## src/rtl/escalonador_poli.sv

```systemverilog
// escalonador_poli: round-robin two-port arbiter and Horner sequencer for the operativo datapath.
// Define ESCALONADOR_TIMEOUT_EN to bound WAIT to TIMEOUT cycles and flag erro on expiry.
module escalonador_poli #(
  parameter int W       = 16,
  parameter int TIMEOUT = 15
) (
  input  logic         ck,
  input  logic         rst,
  input  logic [1:0]   req,
  output logic [1:0]   gnt,
  output logic [1:0]   res_vld,
  output logic [W-1:0] res_data,
  output logic         erro,
  output logic         busy,
  output logic         lx,
  output logic [1:0]   m0,
  output logic [1:0]   m1,
  output logic [1:0]   m2,
  output logic         h,
  output logic         ls,
  output logic         lh,
  input  logic         done,
  input  logic [W-1:0] Resultado
);

  typedef enum logic [2:0] {
    S_IDLE, S_LOAD, S_MUL1, S_ADD1, S_MUL2, S_ADD2, S_WAIT, S_RESP
  } state_t;

  typedef struct packed {
    logic [1:0] gnt;
    logic [1:0] res_vld;
    logic       busy;
    logic       lx;
    logic [1:0] m0;
    logic [1:0] m1;
    logic [1:0] m2;
    logic       h;
    logic       ls;
    logic       lh;
  } ctrl_t;

  state_t state, state_nxt;
  logic   g, g_nxt;
  logic   ptr;
  logic   timeout_hit;
  ctrl_t  ctrl_q;

  // Control word for a given state/bank; registered from the next state so outputs are flops.
  function automatic ctrl_t decode(input state_t s, input logic sel);
    ctrl_t c;
    c = '0;
    c.busy = (s != S_IDLE);
    if (s != S_IDLE) c.m2 = {1'b0, sel};
    case (s)
      S_LOAD: begin
        c.lx  = 1'b1;
        c.gnt = sel ? 2'b10 : 2'b01;
      end
      S_MUL1: begin c.m0 = 2'b00; c.m1 = 2'b00; c.h = 1'b1; c.lh = 1'b1; end
      S_ADD1: begin c.m0 = 2'b01; c.m1 = 2'b01; c.h = 1'b0; c.lh = 1'b1; end
      S_MUL2: begin c.m0 = 2'b01; c.m1 = 2'b00; c.h = 1'b1; c.lh = 1'b1; end
      S_ADD2: begin c.m0 = 2'b01; c.m1 = 2'b10; c.h = 1'b0; c.ls = 1'b1; end
      S_RESP: c.res_vld = sel ? 2'b10 : 2'b01;
      default: ;
    endcase
    return c;
  endfunction

  // NOTE: every variable written here gets a default first, so no path can infer a latch.
  always_comb begin
    state_nxt = state;
    g_nxt     = g;
    case (state)
      S_IDLE: if (req != 2'b00) begin
        state_nxt = S_LOAD;
        g_nxt     = (req == 2'b11) ? ptr : req[1];
      end
      S_LOAD: state_nxt = S_MUL1;
      S_MUL1: state_nxt = S_ADD1;
      S_ADD1: state_nxt = S_MUL2;
      S_MUL2: state_nxt = S_ADD2;
      S_ADD2: state_nxt = S_WAIT;
      S_WAIT: if (done || timeout_hit) state_nxt = S_RESP;
      S_RESP: state_nxt = S_IDLE;
      default: state_nxt = S_IDLE;
    endcase
  end

  // NOTE: sequential state uses non-blocking assignments; the async reset clears every flop here.
  always_ff @(posedge ck or negedge rst) begin
    if (!rst) begin
      state    <= S_IDLE;
      g        <= 1'b0;
      ptr      <= 1'b0;
      ctrl_q   <= '0;
      res_data <= '0;
    end else begin
      state  <= state_nxt;
      g      <= g_nxt;
      ctrl_q <= decode(state_nxt, g_nxt);
      if (state == S_RESP) ptr <= ~g;
      if (state == S_WAIT && done) res_data <= Resultado;
      else if (timeout_hit)        res_data <= '0;
    end
  end

`ifdef ESCALONADOR_TIMEOUT_EN
  localparam int CW = $clog2(TIMEOUT + 1);

  logic [CW-1:0] wait_cnt;
  logic          erro_q;

  assign timeout_hit = (state == S_WAIT) && !done && (wait_cnt == CW'(TIMEOUT - 1));

  always_ff @(posedge ck or negedge rst) begin
    if (!rst) begin
      wait_cnt <= '0;
      erro_q   <= 1'b0;
    end else begin
      wait_cnt <= (state == S_WAIT) ? wait_cnt + 1'b1 : '0;
      if (state == S_IDLE && state_nxt == S_LOAD) erro_q <= 1'b0;
      else if (timeout_hit)                       erro_q <= 1'b1;
    end
  end

  assign erro = erro_q;
`else
  // WAIT never expires; the comparison only keeps TIMEOUT referenced and is constant false.
  assign timeout_hit = (TIMEOUT < 0);
  assign erro        = 1'b0;
`endif

  assign gnt     = ctrl_q.gnt;
  assign res_vld = ctrl_q.res_vld;
  assign busy    = ctrl_q.busy;
  assign lx      = ctrl_q.lx;
  assign m0      = ctrl_q.m0;
  assign m1      = ctrl_q.m1;
  assign m2      = ctrl_q.m2;
  assign h       = ctrl_q.h;
  assign ls      = ctrl_q.ls;
  assign lh      = ctrl_q.lh;

endmodule

```

## config.mk

```make
export PLATFORM = sky130hd
export DESIGN_NAME = escalonador_poli
export DESIGN_NICKNAME = d
export VERILOG_FILES = /design/src/rtl/escalonador_poli.sv
export SDC_FILE = /design/constraint.sdc
export NUM_CORES = 1
export LEC_CHECK = 0
export CAP_MARGIN = 10
export CORE_AREA = 2 2 58 60
export DETAILED_ROUTE_END_ITERATION = 12
export DIE_AREA = 0 0 60 62
export PLACE_DENSITY = 0.8
export SYNTH_ARGS = -nofsm -noshare
export SYNTH_HDL_FRONTEND = slang
export SYNTH_SLANG_ARGS = --single-unit
```

## constraint.sdc

```tcl
create_clock -name ck -period 2.8 [get_ports ck]
set_clock_uncertainty 0.05 [all_clocks]
set_input_delay 0.56 -clock ck [delete_from_list [all_inputs] [get_ports ck]]
set_output_delay 0.56 -clock ck [all_outputs]
set_load 0.01 [all_outputs]
```

### After elaboration in Yosys (flattened, before gate mapping)

Index checks and enable logic that the tools add are counted.
W data, S select, Z words.

| word-level totals | value |
|---|---|
| bits in registers | 36 |
| input bits | 21 |
| output and inout bits | 32 |

| cells by class | value |
|---|---|
| eq/ne operators | 14 |
| mux-type cells | 15 |
| bitwise logic cells | 1 |
| reduce and logical (&&, ||, !) cells | 6 |

Operator list:

| operator | number |
|---|---|
| $pmux W3 S8 | 1 |
| $eq A3 B3 Y1 const B | 7 |
| $eq A3 B2 Y1 const B | 4 |
| $pmux W3 S3 | 1 |
| $mux W1 | 8 |
| $eq A3 B1 Y1 const B | 2 |
| $mux W2 | 3 |
| $mux W3 | 2 |
| $logic_not A3 Y1 | 1 |
| $reduce_bool A3 Y1 | 1 |
| $reduce_or A3 Y1 | 1 |
| $eq A2 B2 Y1 const B | 1 |
| $reduce_bool A2 Y1 | 1 |
| $reduce_or A2 Y1 | 1 |
| $logic_and A1 B1 Y1 | 1 |
| $not A1 Y1 | 1 |

### Logic depth before layout (Yosys ltp)

| depth | value |
|---|---|
| depth after elaboration | 6 |
| mapped depth | 7 |
| depth with buffers taken out | 7 |

### Worst setup path before layout

No wires, ideal clock.

| path | value |
|---|---|
| kind | register to register |
| from | register state[0] |
| to | register ctrl_q (netlist bit m2[0]) |
| data arrival time | 1661 ps |
| data required time | 2626 ps |
| slack | 965 ps |
| stages on the path, launching flop included | 7 |
| clock period less this slack | 1835 ps |
| path through | dfrtp_1 -> inv_1 -> ha_1 -> or4b_1 -> o22ai_2 -> inv_2 -> o31a_1 |

| between the ends | value |
|---|---|
| word-level cells in the longest chain between the ends | 4 |

RTL lines:

| item | RTL line | text |
|---|---|---|
| from (decl) | 43 | `state_t state, state_nxt;` |
| from (signal assigned) | 99 | `state <= state_nxt;` |
| $eq A3 B3 Y1, or another cell as far along | 74 | `case (state)` |
| $pmux W3 S8 * | 74 |  |
| via state_nxt[2] | 43 |  |
| $reduce_bool A3 Y1 * | 54 | `if (s != S_IDLE) c.m2 = {1'b0, sel};` |
| $mux W1 * | 54 |  |
| to (signal assigned) | 101 | `ctrl_q <= decode(state_nxt, g_nxt);` |
| to (decl) | 47 | `ctrl_t ctrl_q;` |

Mark *: on every way through the listed nets, which the timed path passes. The rest lies on a longest branch.
A chain may end at the register's enable or synchronous reset.

### Final worst setup path

Same ends and word-level chain as after synthesis.

==> out/results.ini <==
[yosys]
ys_types = 30
synth_seq_cells = 33
yosysSeqAreaShare_pct = 62.38
synth_edf_count = 0
synthesis.area_um2 = 1324
ys.flop_type = dfrtp_1
syn_avg_cell_area_um2 = 13.65
ys_warn_count = 0
yosys.area.top_type = dfrtp_1
synth_cells = 97
synthTopCellsByArea = dfrtp_1 62%, mux2_2 14%, ha_1 3.8%
synth-async-reset-ratio_pct = 100.0
yosys.area.top_type_share_pct = 62.38

[critical_path]
critPathLaunch = state[0]
crit_fanout = 6
worstPathRequired_ps = 2970
worstReg2RegEnd = m2[0]
cp-start-kind = flip-flop
critical_path_arrival_ps = 2200
critPathKind = flip-flop to flip-flop
r2r_slack_ps = 770
critPathCaptureType = flip-flop
max_stage_delay_ps = 540
cp_cell_sequence = inv_1, ha_1, or4b_1, o22ai_2, inv_2, o31a_1
r2r_cells = 6
crit_slowest_cell = or4b_1
r2r_start = state[0]

[place]
port_buffers = 49
hpwl_mm = 1.903
placed_area_um2 = 1841
dp.cells = 188
place_congestion = 0.7476

[timing]
period_minus_slack_ps = 2028
max_slew.worst_pin.slew_ps = 742.6
rsz0062_at_grt = false
finalSetupTns_ps = 0
max_freq_ghz = 0.4931
slew_viol_final = 0
setup_viol = 0
final.period_utilization_pct = 72.43
hold_viol = 0
max_slew_margin_pct = 50.36

[routing]
first_iter_violations = 16
antenna_left = 0
routed_wl_mm = 2.513
route.vias.total = 910
wire_per_inst_um = 12.82
vias_per_cell = 4.643
drt_first_pass_iters = 4
drcViolationCount = 0

[layout]
area_growth_pct = 45.46
nNetsFinal = 174
n_fill_cell = 257
multiInputGateArea_um2 = 440.4
diodes = 0
final_common_cell = clkdlybuf4s50_1
mostFrequentLayoutCells = 49 x clkdlybuf4s50_1, 33 x dfrtp_1, 16 x mux2_2, 5 x clkbuf_4
final_util_pct = 60.57
fin_area_um2 = 1926
layout-drive-gt1-share_pct = 18.67
regArea_um2 = 825.8
instances_no_fill = 196

[global_route]
first_global_vias = 898
grt_use_total_pct = 14.31
grt_overflow = 0
grt_max_degree = 34
antenna_found_initial = 0
grt_pass1_wl_mm = 3.788

[clock_tree]
clk_latency_ps = 330
htreeDepth = 2
cts_resized = 0
clk_path_buf_depth = 2
cts_sinks = 33
cts_setup_buffers = 0
cts_tree = yes
clk_pin_slew_ps = 100
ctsHoldBuffers = 0
numCtsBuffers = 5
clock-root-buffer = clkbuf_4

[floorplanning]
io_pins = 53
rows = 21
die-height_um = 62
die_width_um = 60
dieArea_um2 = 3720
start_util_pct = 41.64
core-area_um2 = 3179

[run]
maxCapViolCount = 0

[pwr]
vdd_drop_max_v = 0.0003342
power_density_nw_per_um2 = 1156
leakagePower_nw = 0.8593

[hold_path]
hold_class = flip-flop to flip-flop
min_from = g
hold_path_depth = 1
hold_end = ptr

[status]
status = finished clean

kinds of logic (layout without fill, tap and decap cells):
| group | Yosys count | after routing | share of synthesized area, % |
|---|---|---|---|
| other cells | 1 | 3 | 0.2833 |
| simple gates | 21 | 21 | 9.546 |
| fa+ha+maj | 4 | 4 | 3.781 |
| flops | 33 | 33 | 62.38 |
| buf+inv | 12 | 63 | 4.914 |
| compound gates | 10 | 10 | 5.482 |
| mux | 16 | 16 | 13.61 |
worst max path at each step:
stage / slack, ps / endpoint / cells after the start
2_1_floorplan: 970 / m2[0] / 6
3_3_place_gp: 560 / res_data[7] / 3
3_5_place_dp: 530 / res_data[9] / 3
4_1_cts: 750 / m2[0] / 6
5_1_grt: 610 / gnt[0] / 7
6_report: 770 / m2[0] / 6
Yosys cell counts (all sizes together) (2+ instances only):
library cell / n
a21oi: 3
and2: 2
and3: 2
and4: 2
buf: 6
dfrtp: 33
ha: 4
inv: 5
mux2: 16
nand2: 3
nand2b: 2
nor2: 2
nor2b: 2
nor3: 2
critical path: cells and delay by family, from the launching register on:
kind	cells	cell delay [ps]
AND/OR/NAND/NOR	1	540
flip-flops	1	460
AO/OA/AOI/OAI	2	450
adder cells (fa/ha/maj)	1	240
buffers and inverters	2	190
routing by layer:
| metal | GRT usage (%) | wire [um] |
|---|---|---|
| met1 | 13.03 | 897 |
| met2 | 27.33 | 1383 |
| met3 | 4.762 | 168 |
| met4 | 8.571 | 63 |
| met5 | 0 | 0 |
per-stage QoR:
stage               total power [mW]  hold slack (ps)  setup slack (ps)
CTS                            2.262            458.0             748.0
global route                   2.391            468.3             608.8
detailed placement             1.894            438.6             526.1
global placement               1.844            431.5             564.4
floorplan                      1.397            214.4             965.2
finish                         2.227            456.0             771.9
state kept, by name, summed over array words and instances, names as in the netlist:
signal / flops
busy: 1
gnt: 2
ptr: 1
g: 1
state: 3
lx: 1
ls: 1
m0: 1
m2: 1
res_data: 16
res_vld: 2
h: 1
lh: 1
m1: 1
final cells by class:
class | count | share of cell area, %
multi-input cells | 54 | 22.87
flip-flops and latches | 33 | 42.88
clock buffers | 7 | 2.859
repair buffers | 50 | 25.86
well taps | 46 | 2.989
clock inverters | 1 | 1.559
inverters | 5 | 0.9747
report_power, final:
group / total [mW] / leakage (nW) / internal (mW) / switching [mW]
logic: 1.05 / 0.410 / 0.592 / 0.459
clock network: 0.363 / 0.0455 / 0.213 / 0.149
registers: 0.813 / 0.403 / 0.700 / 0.113
(Power assumes the default switching activity.)
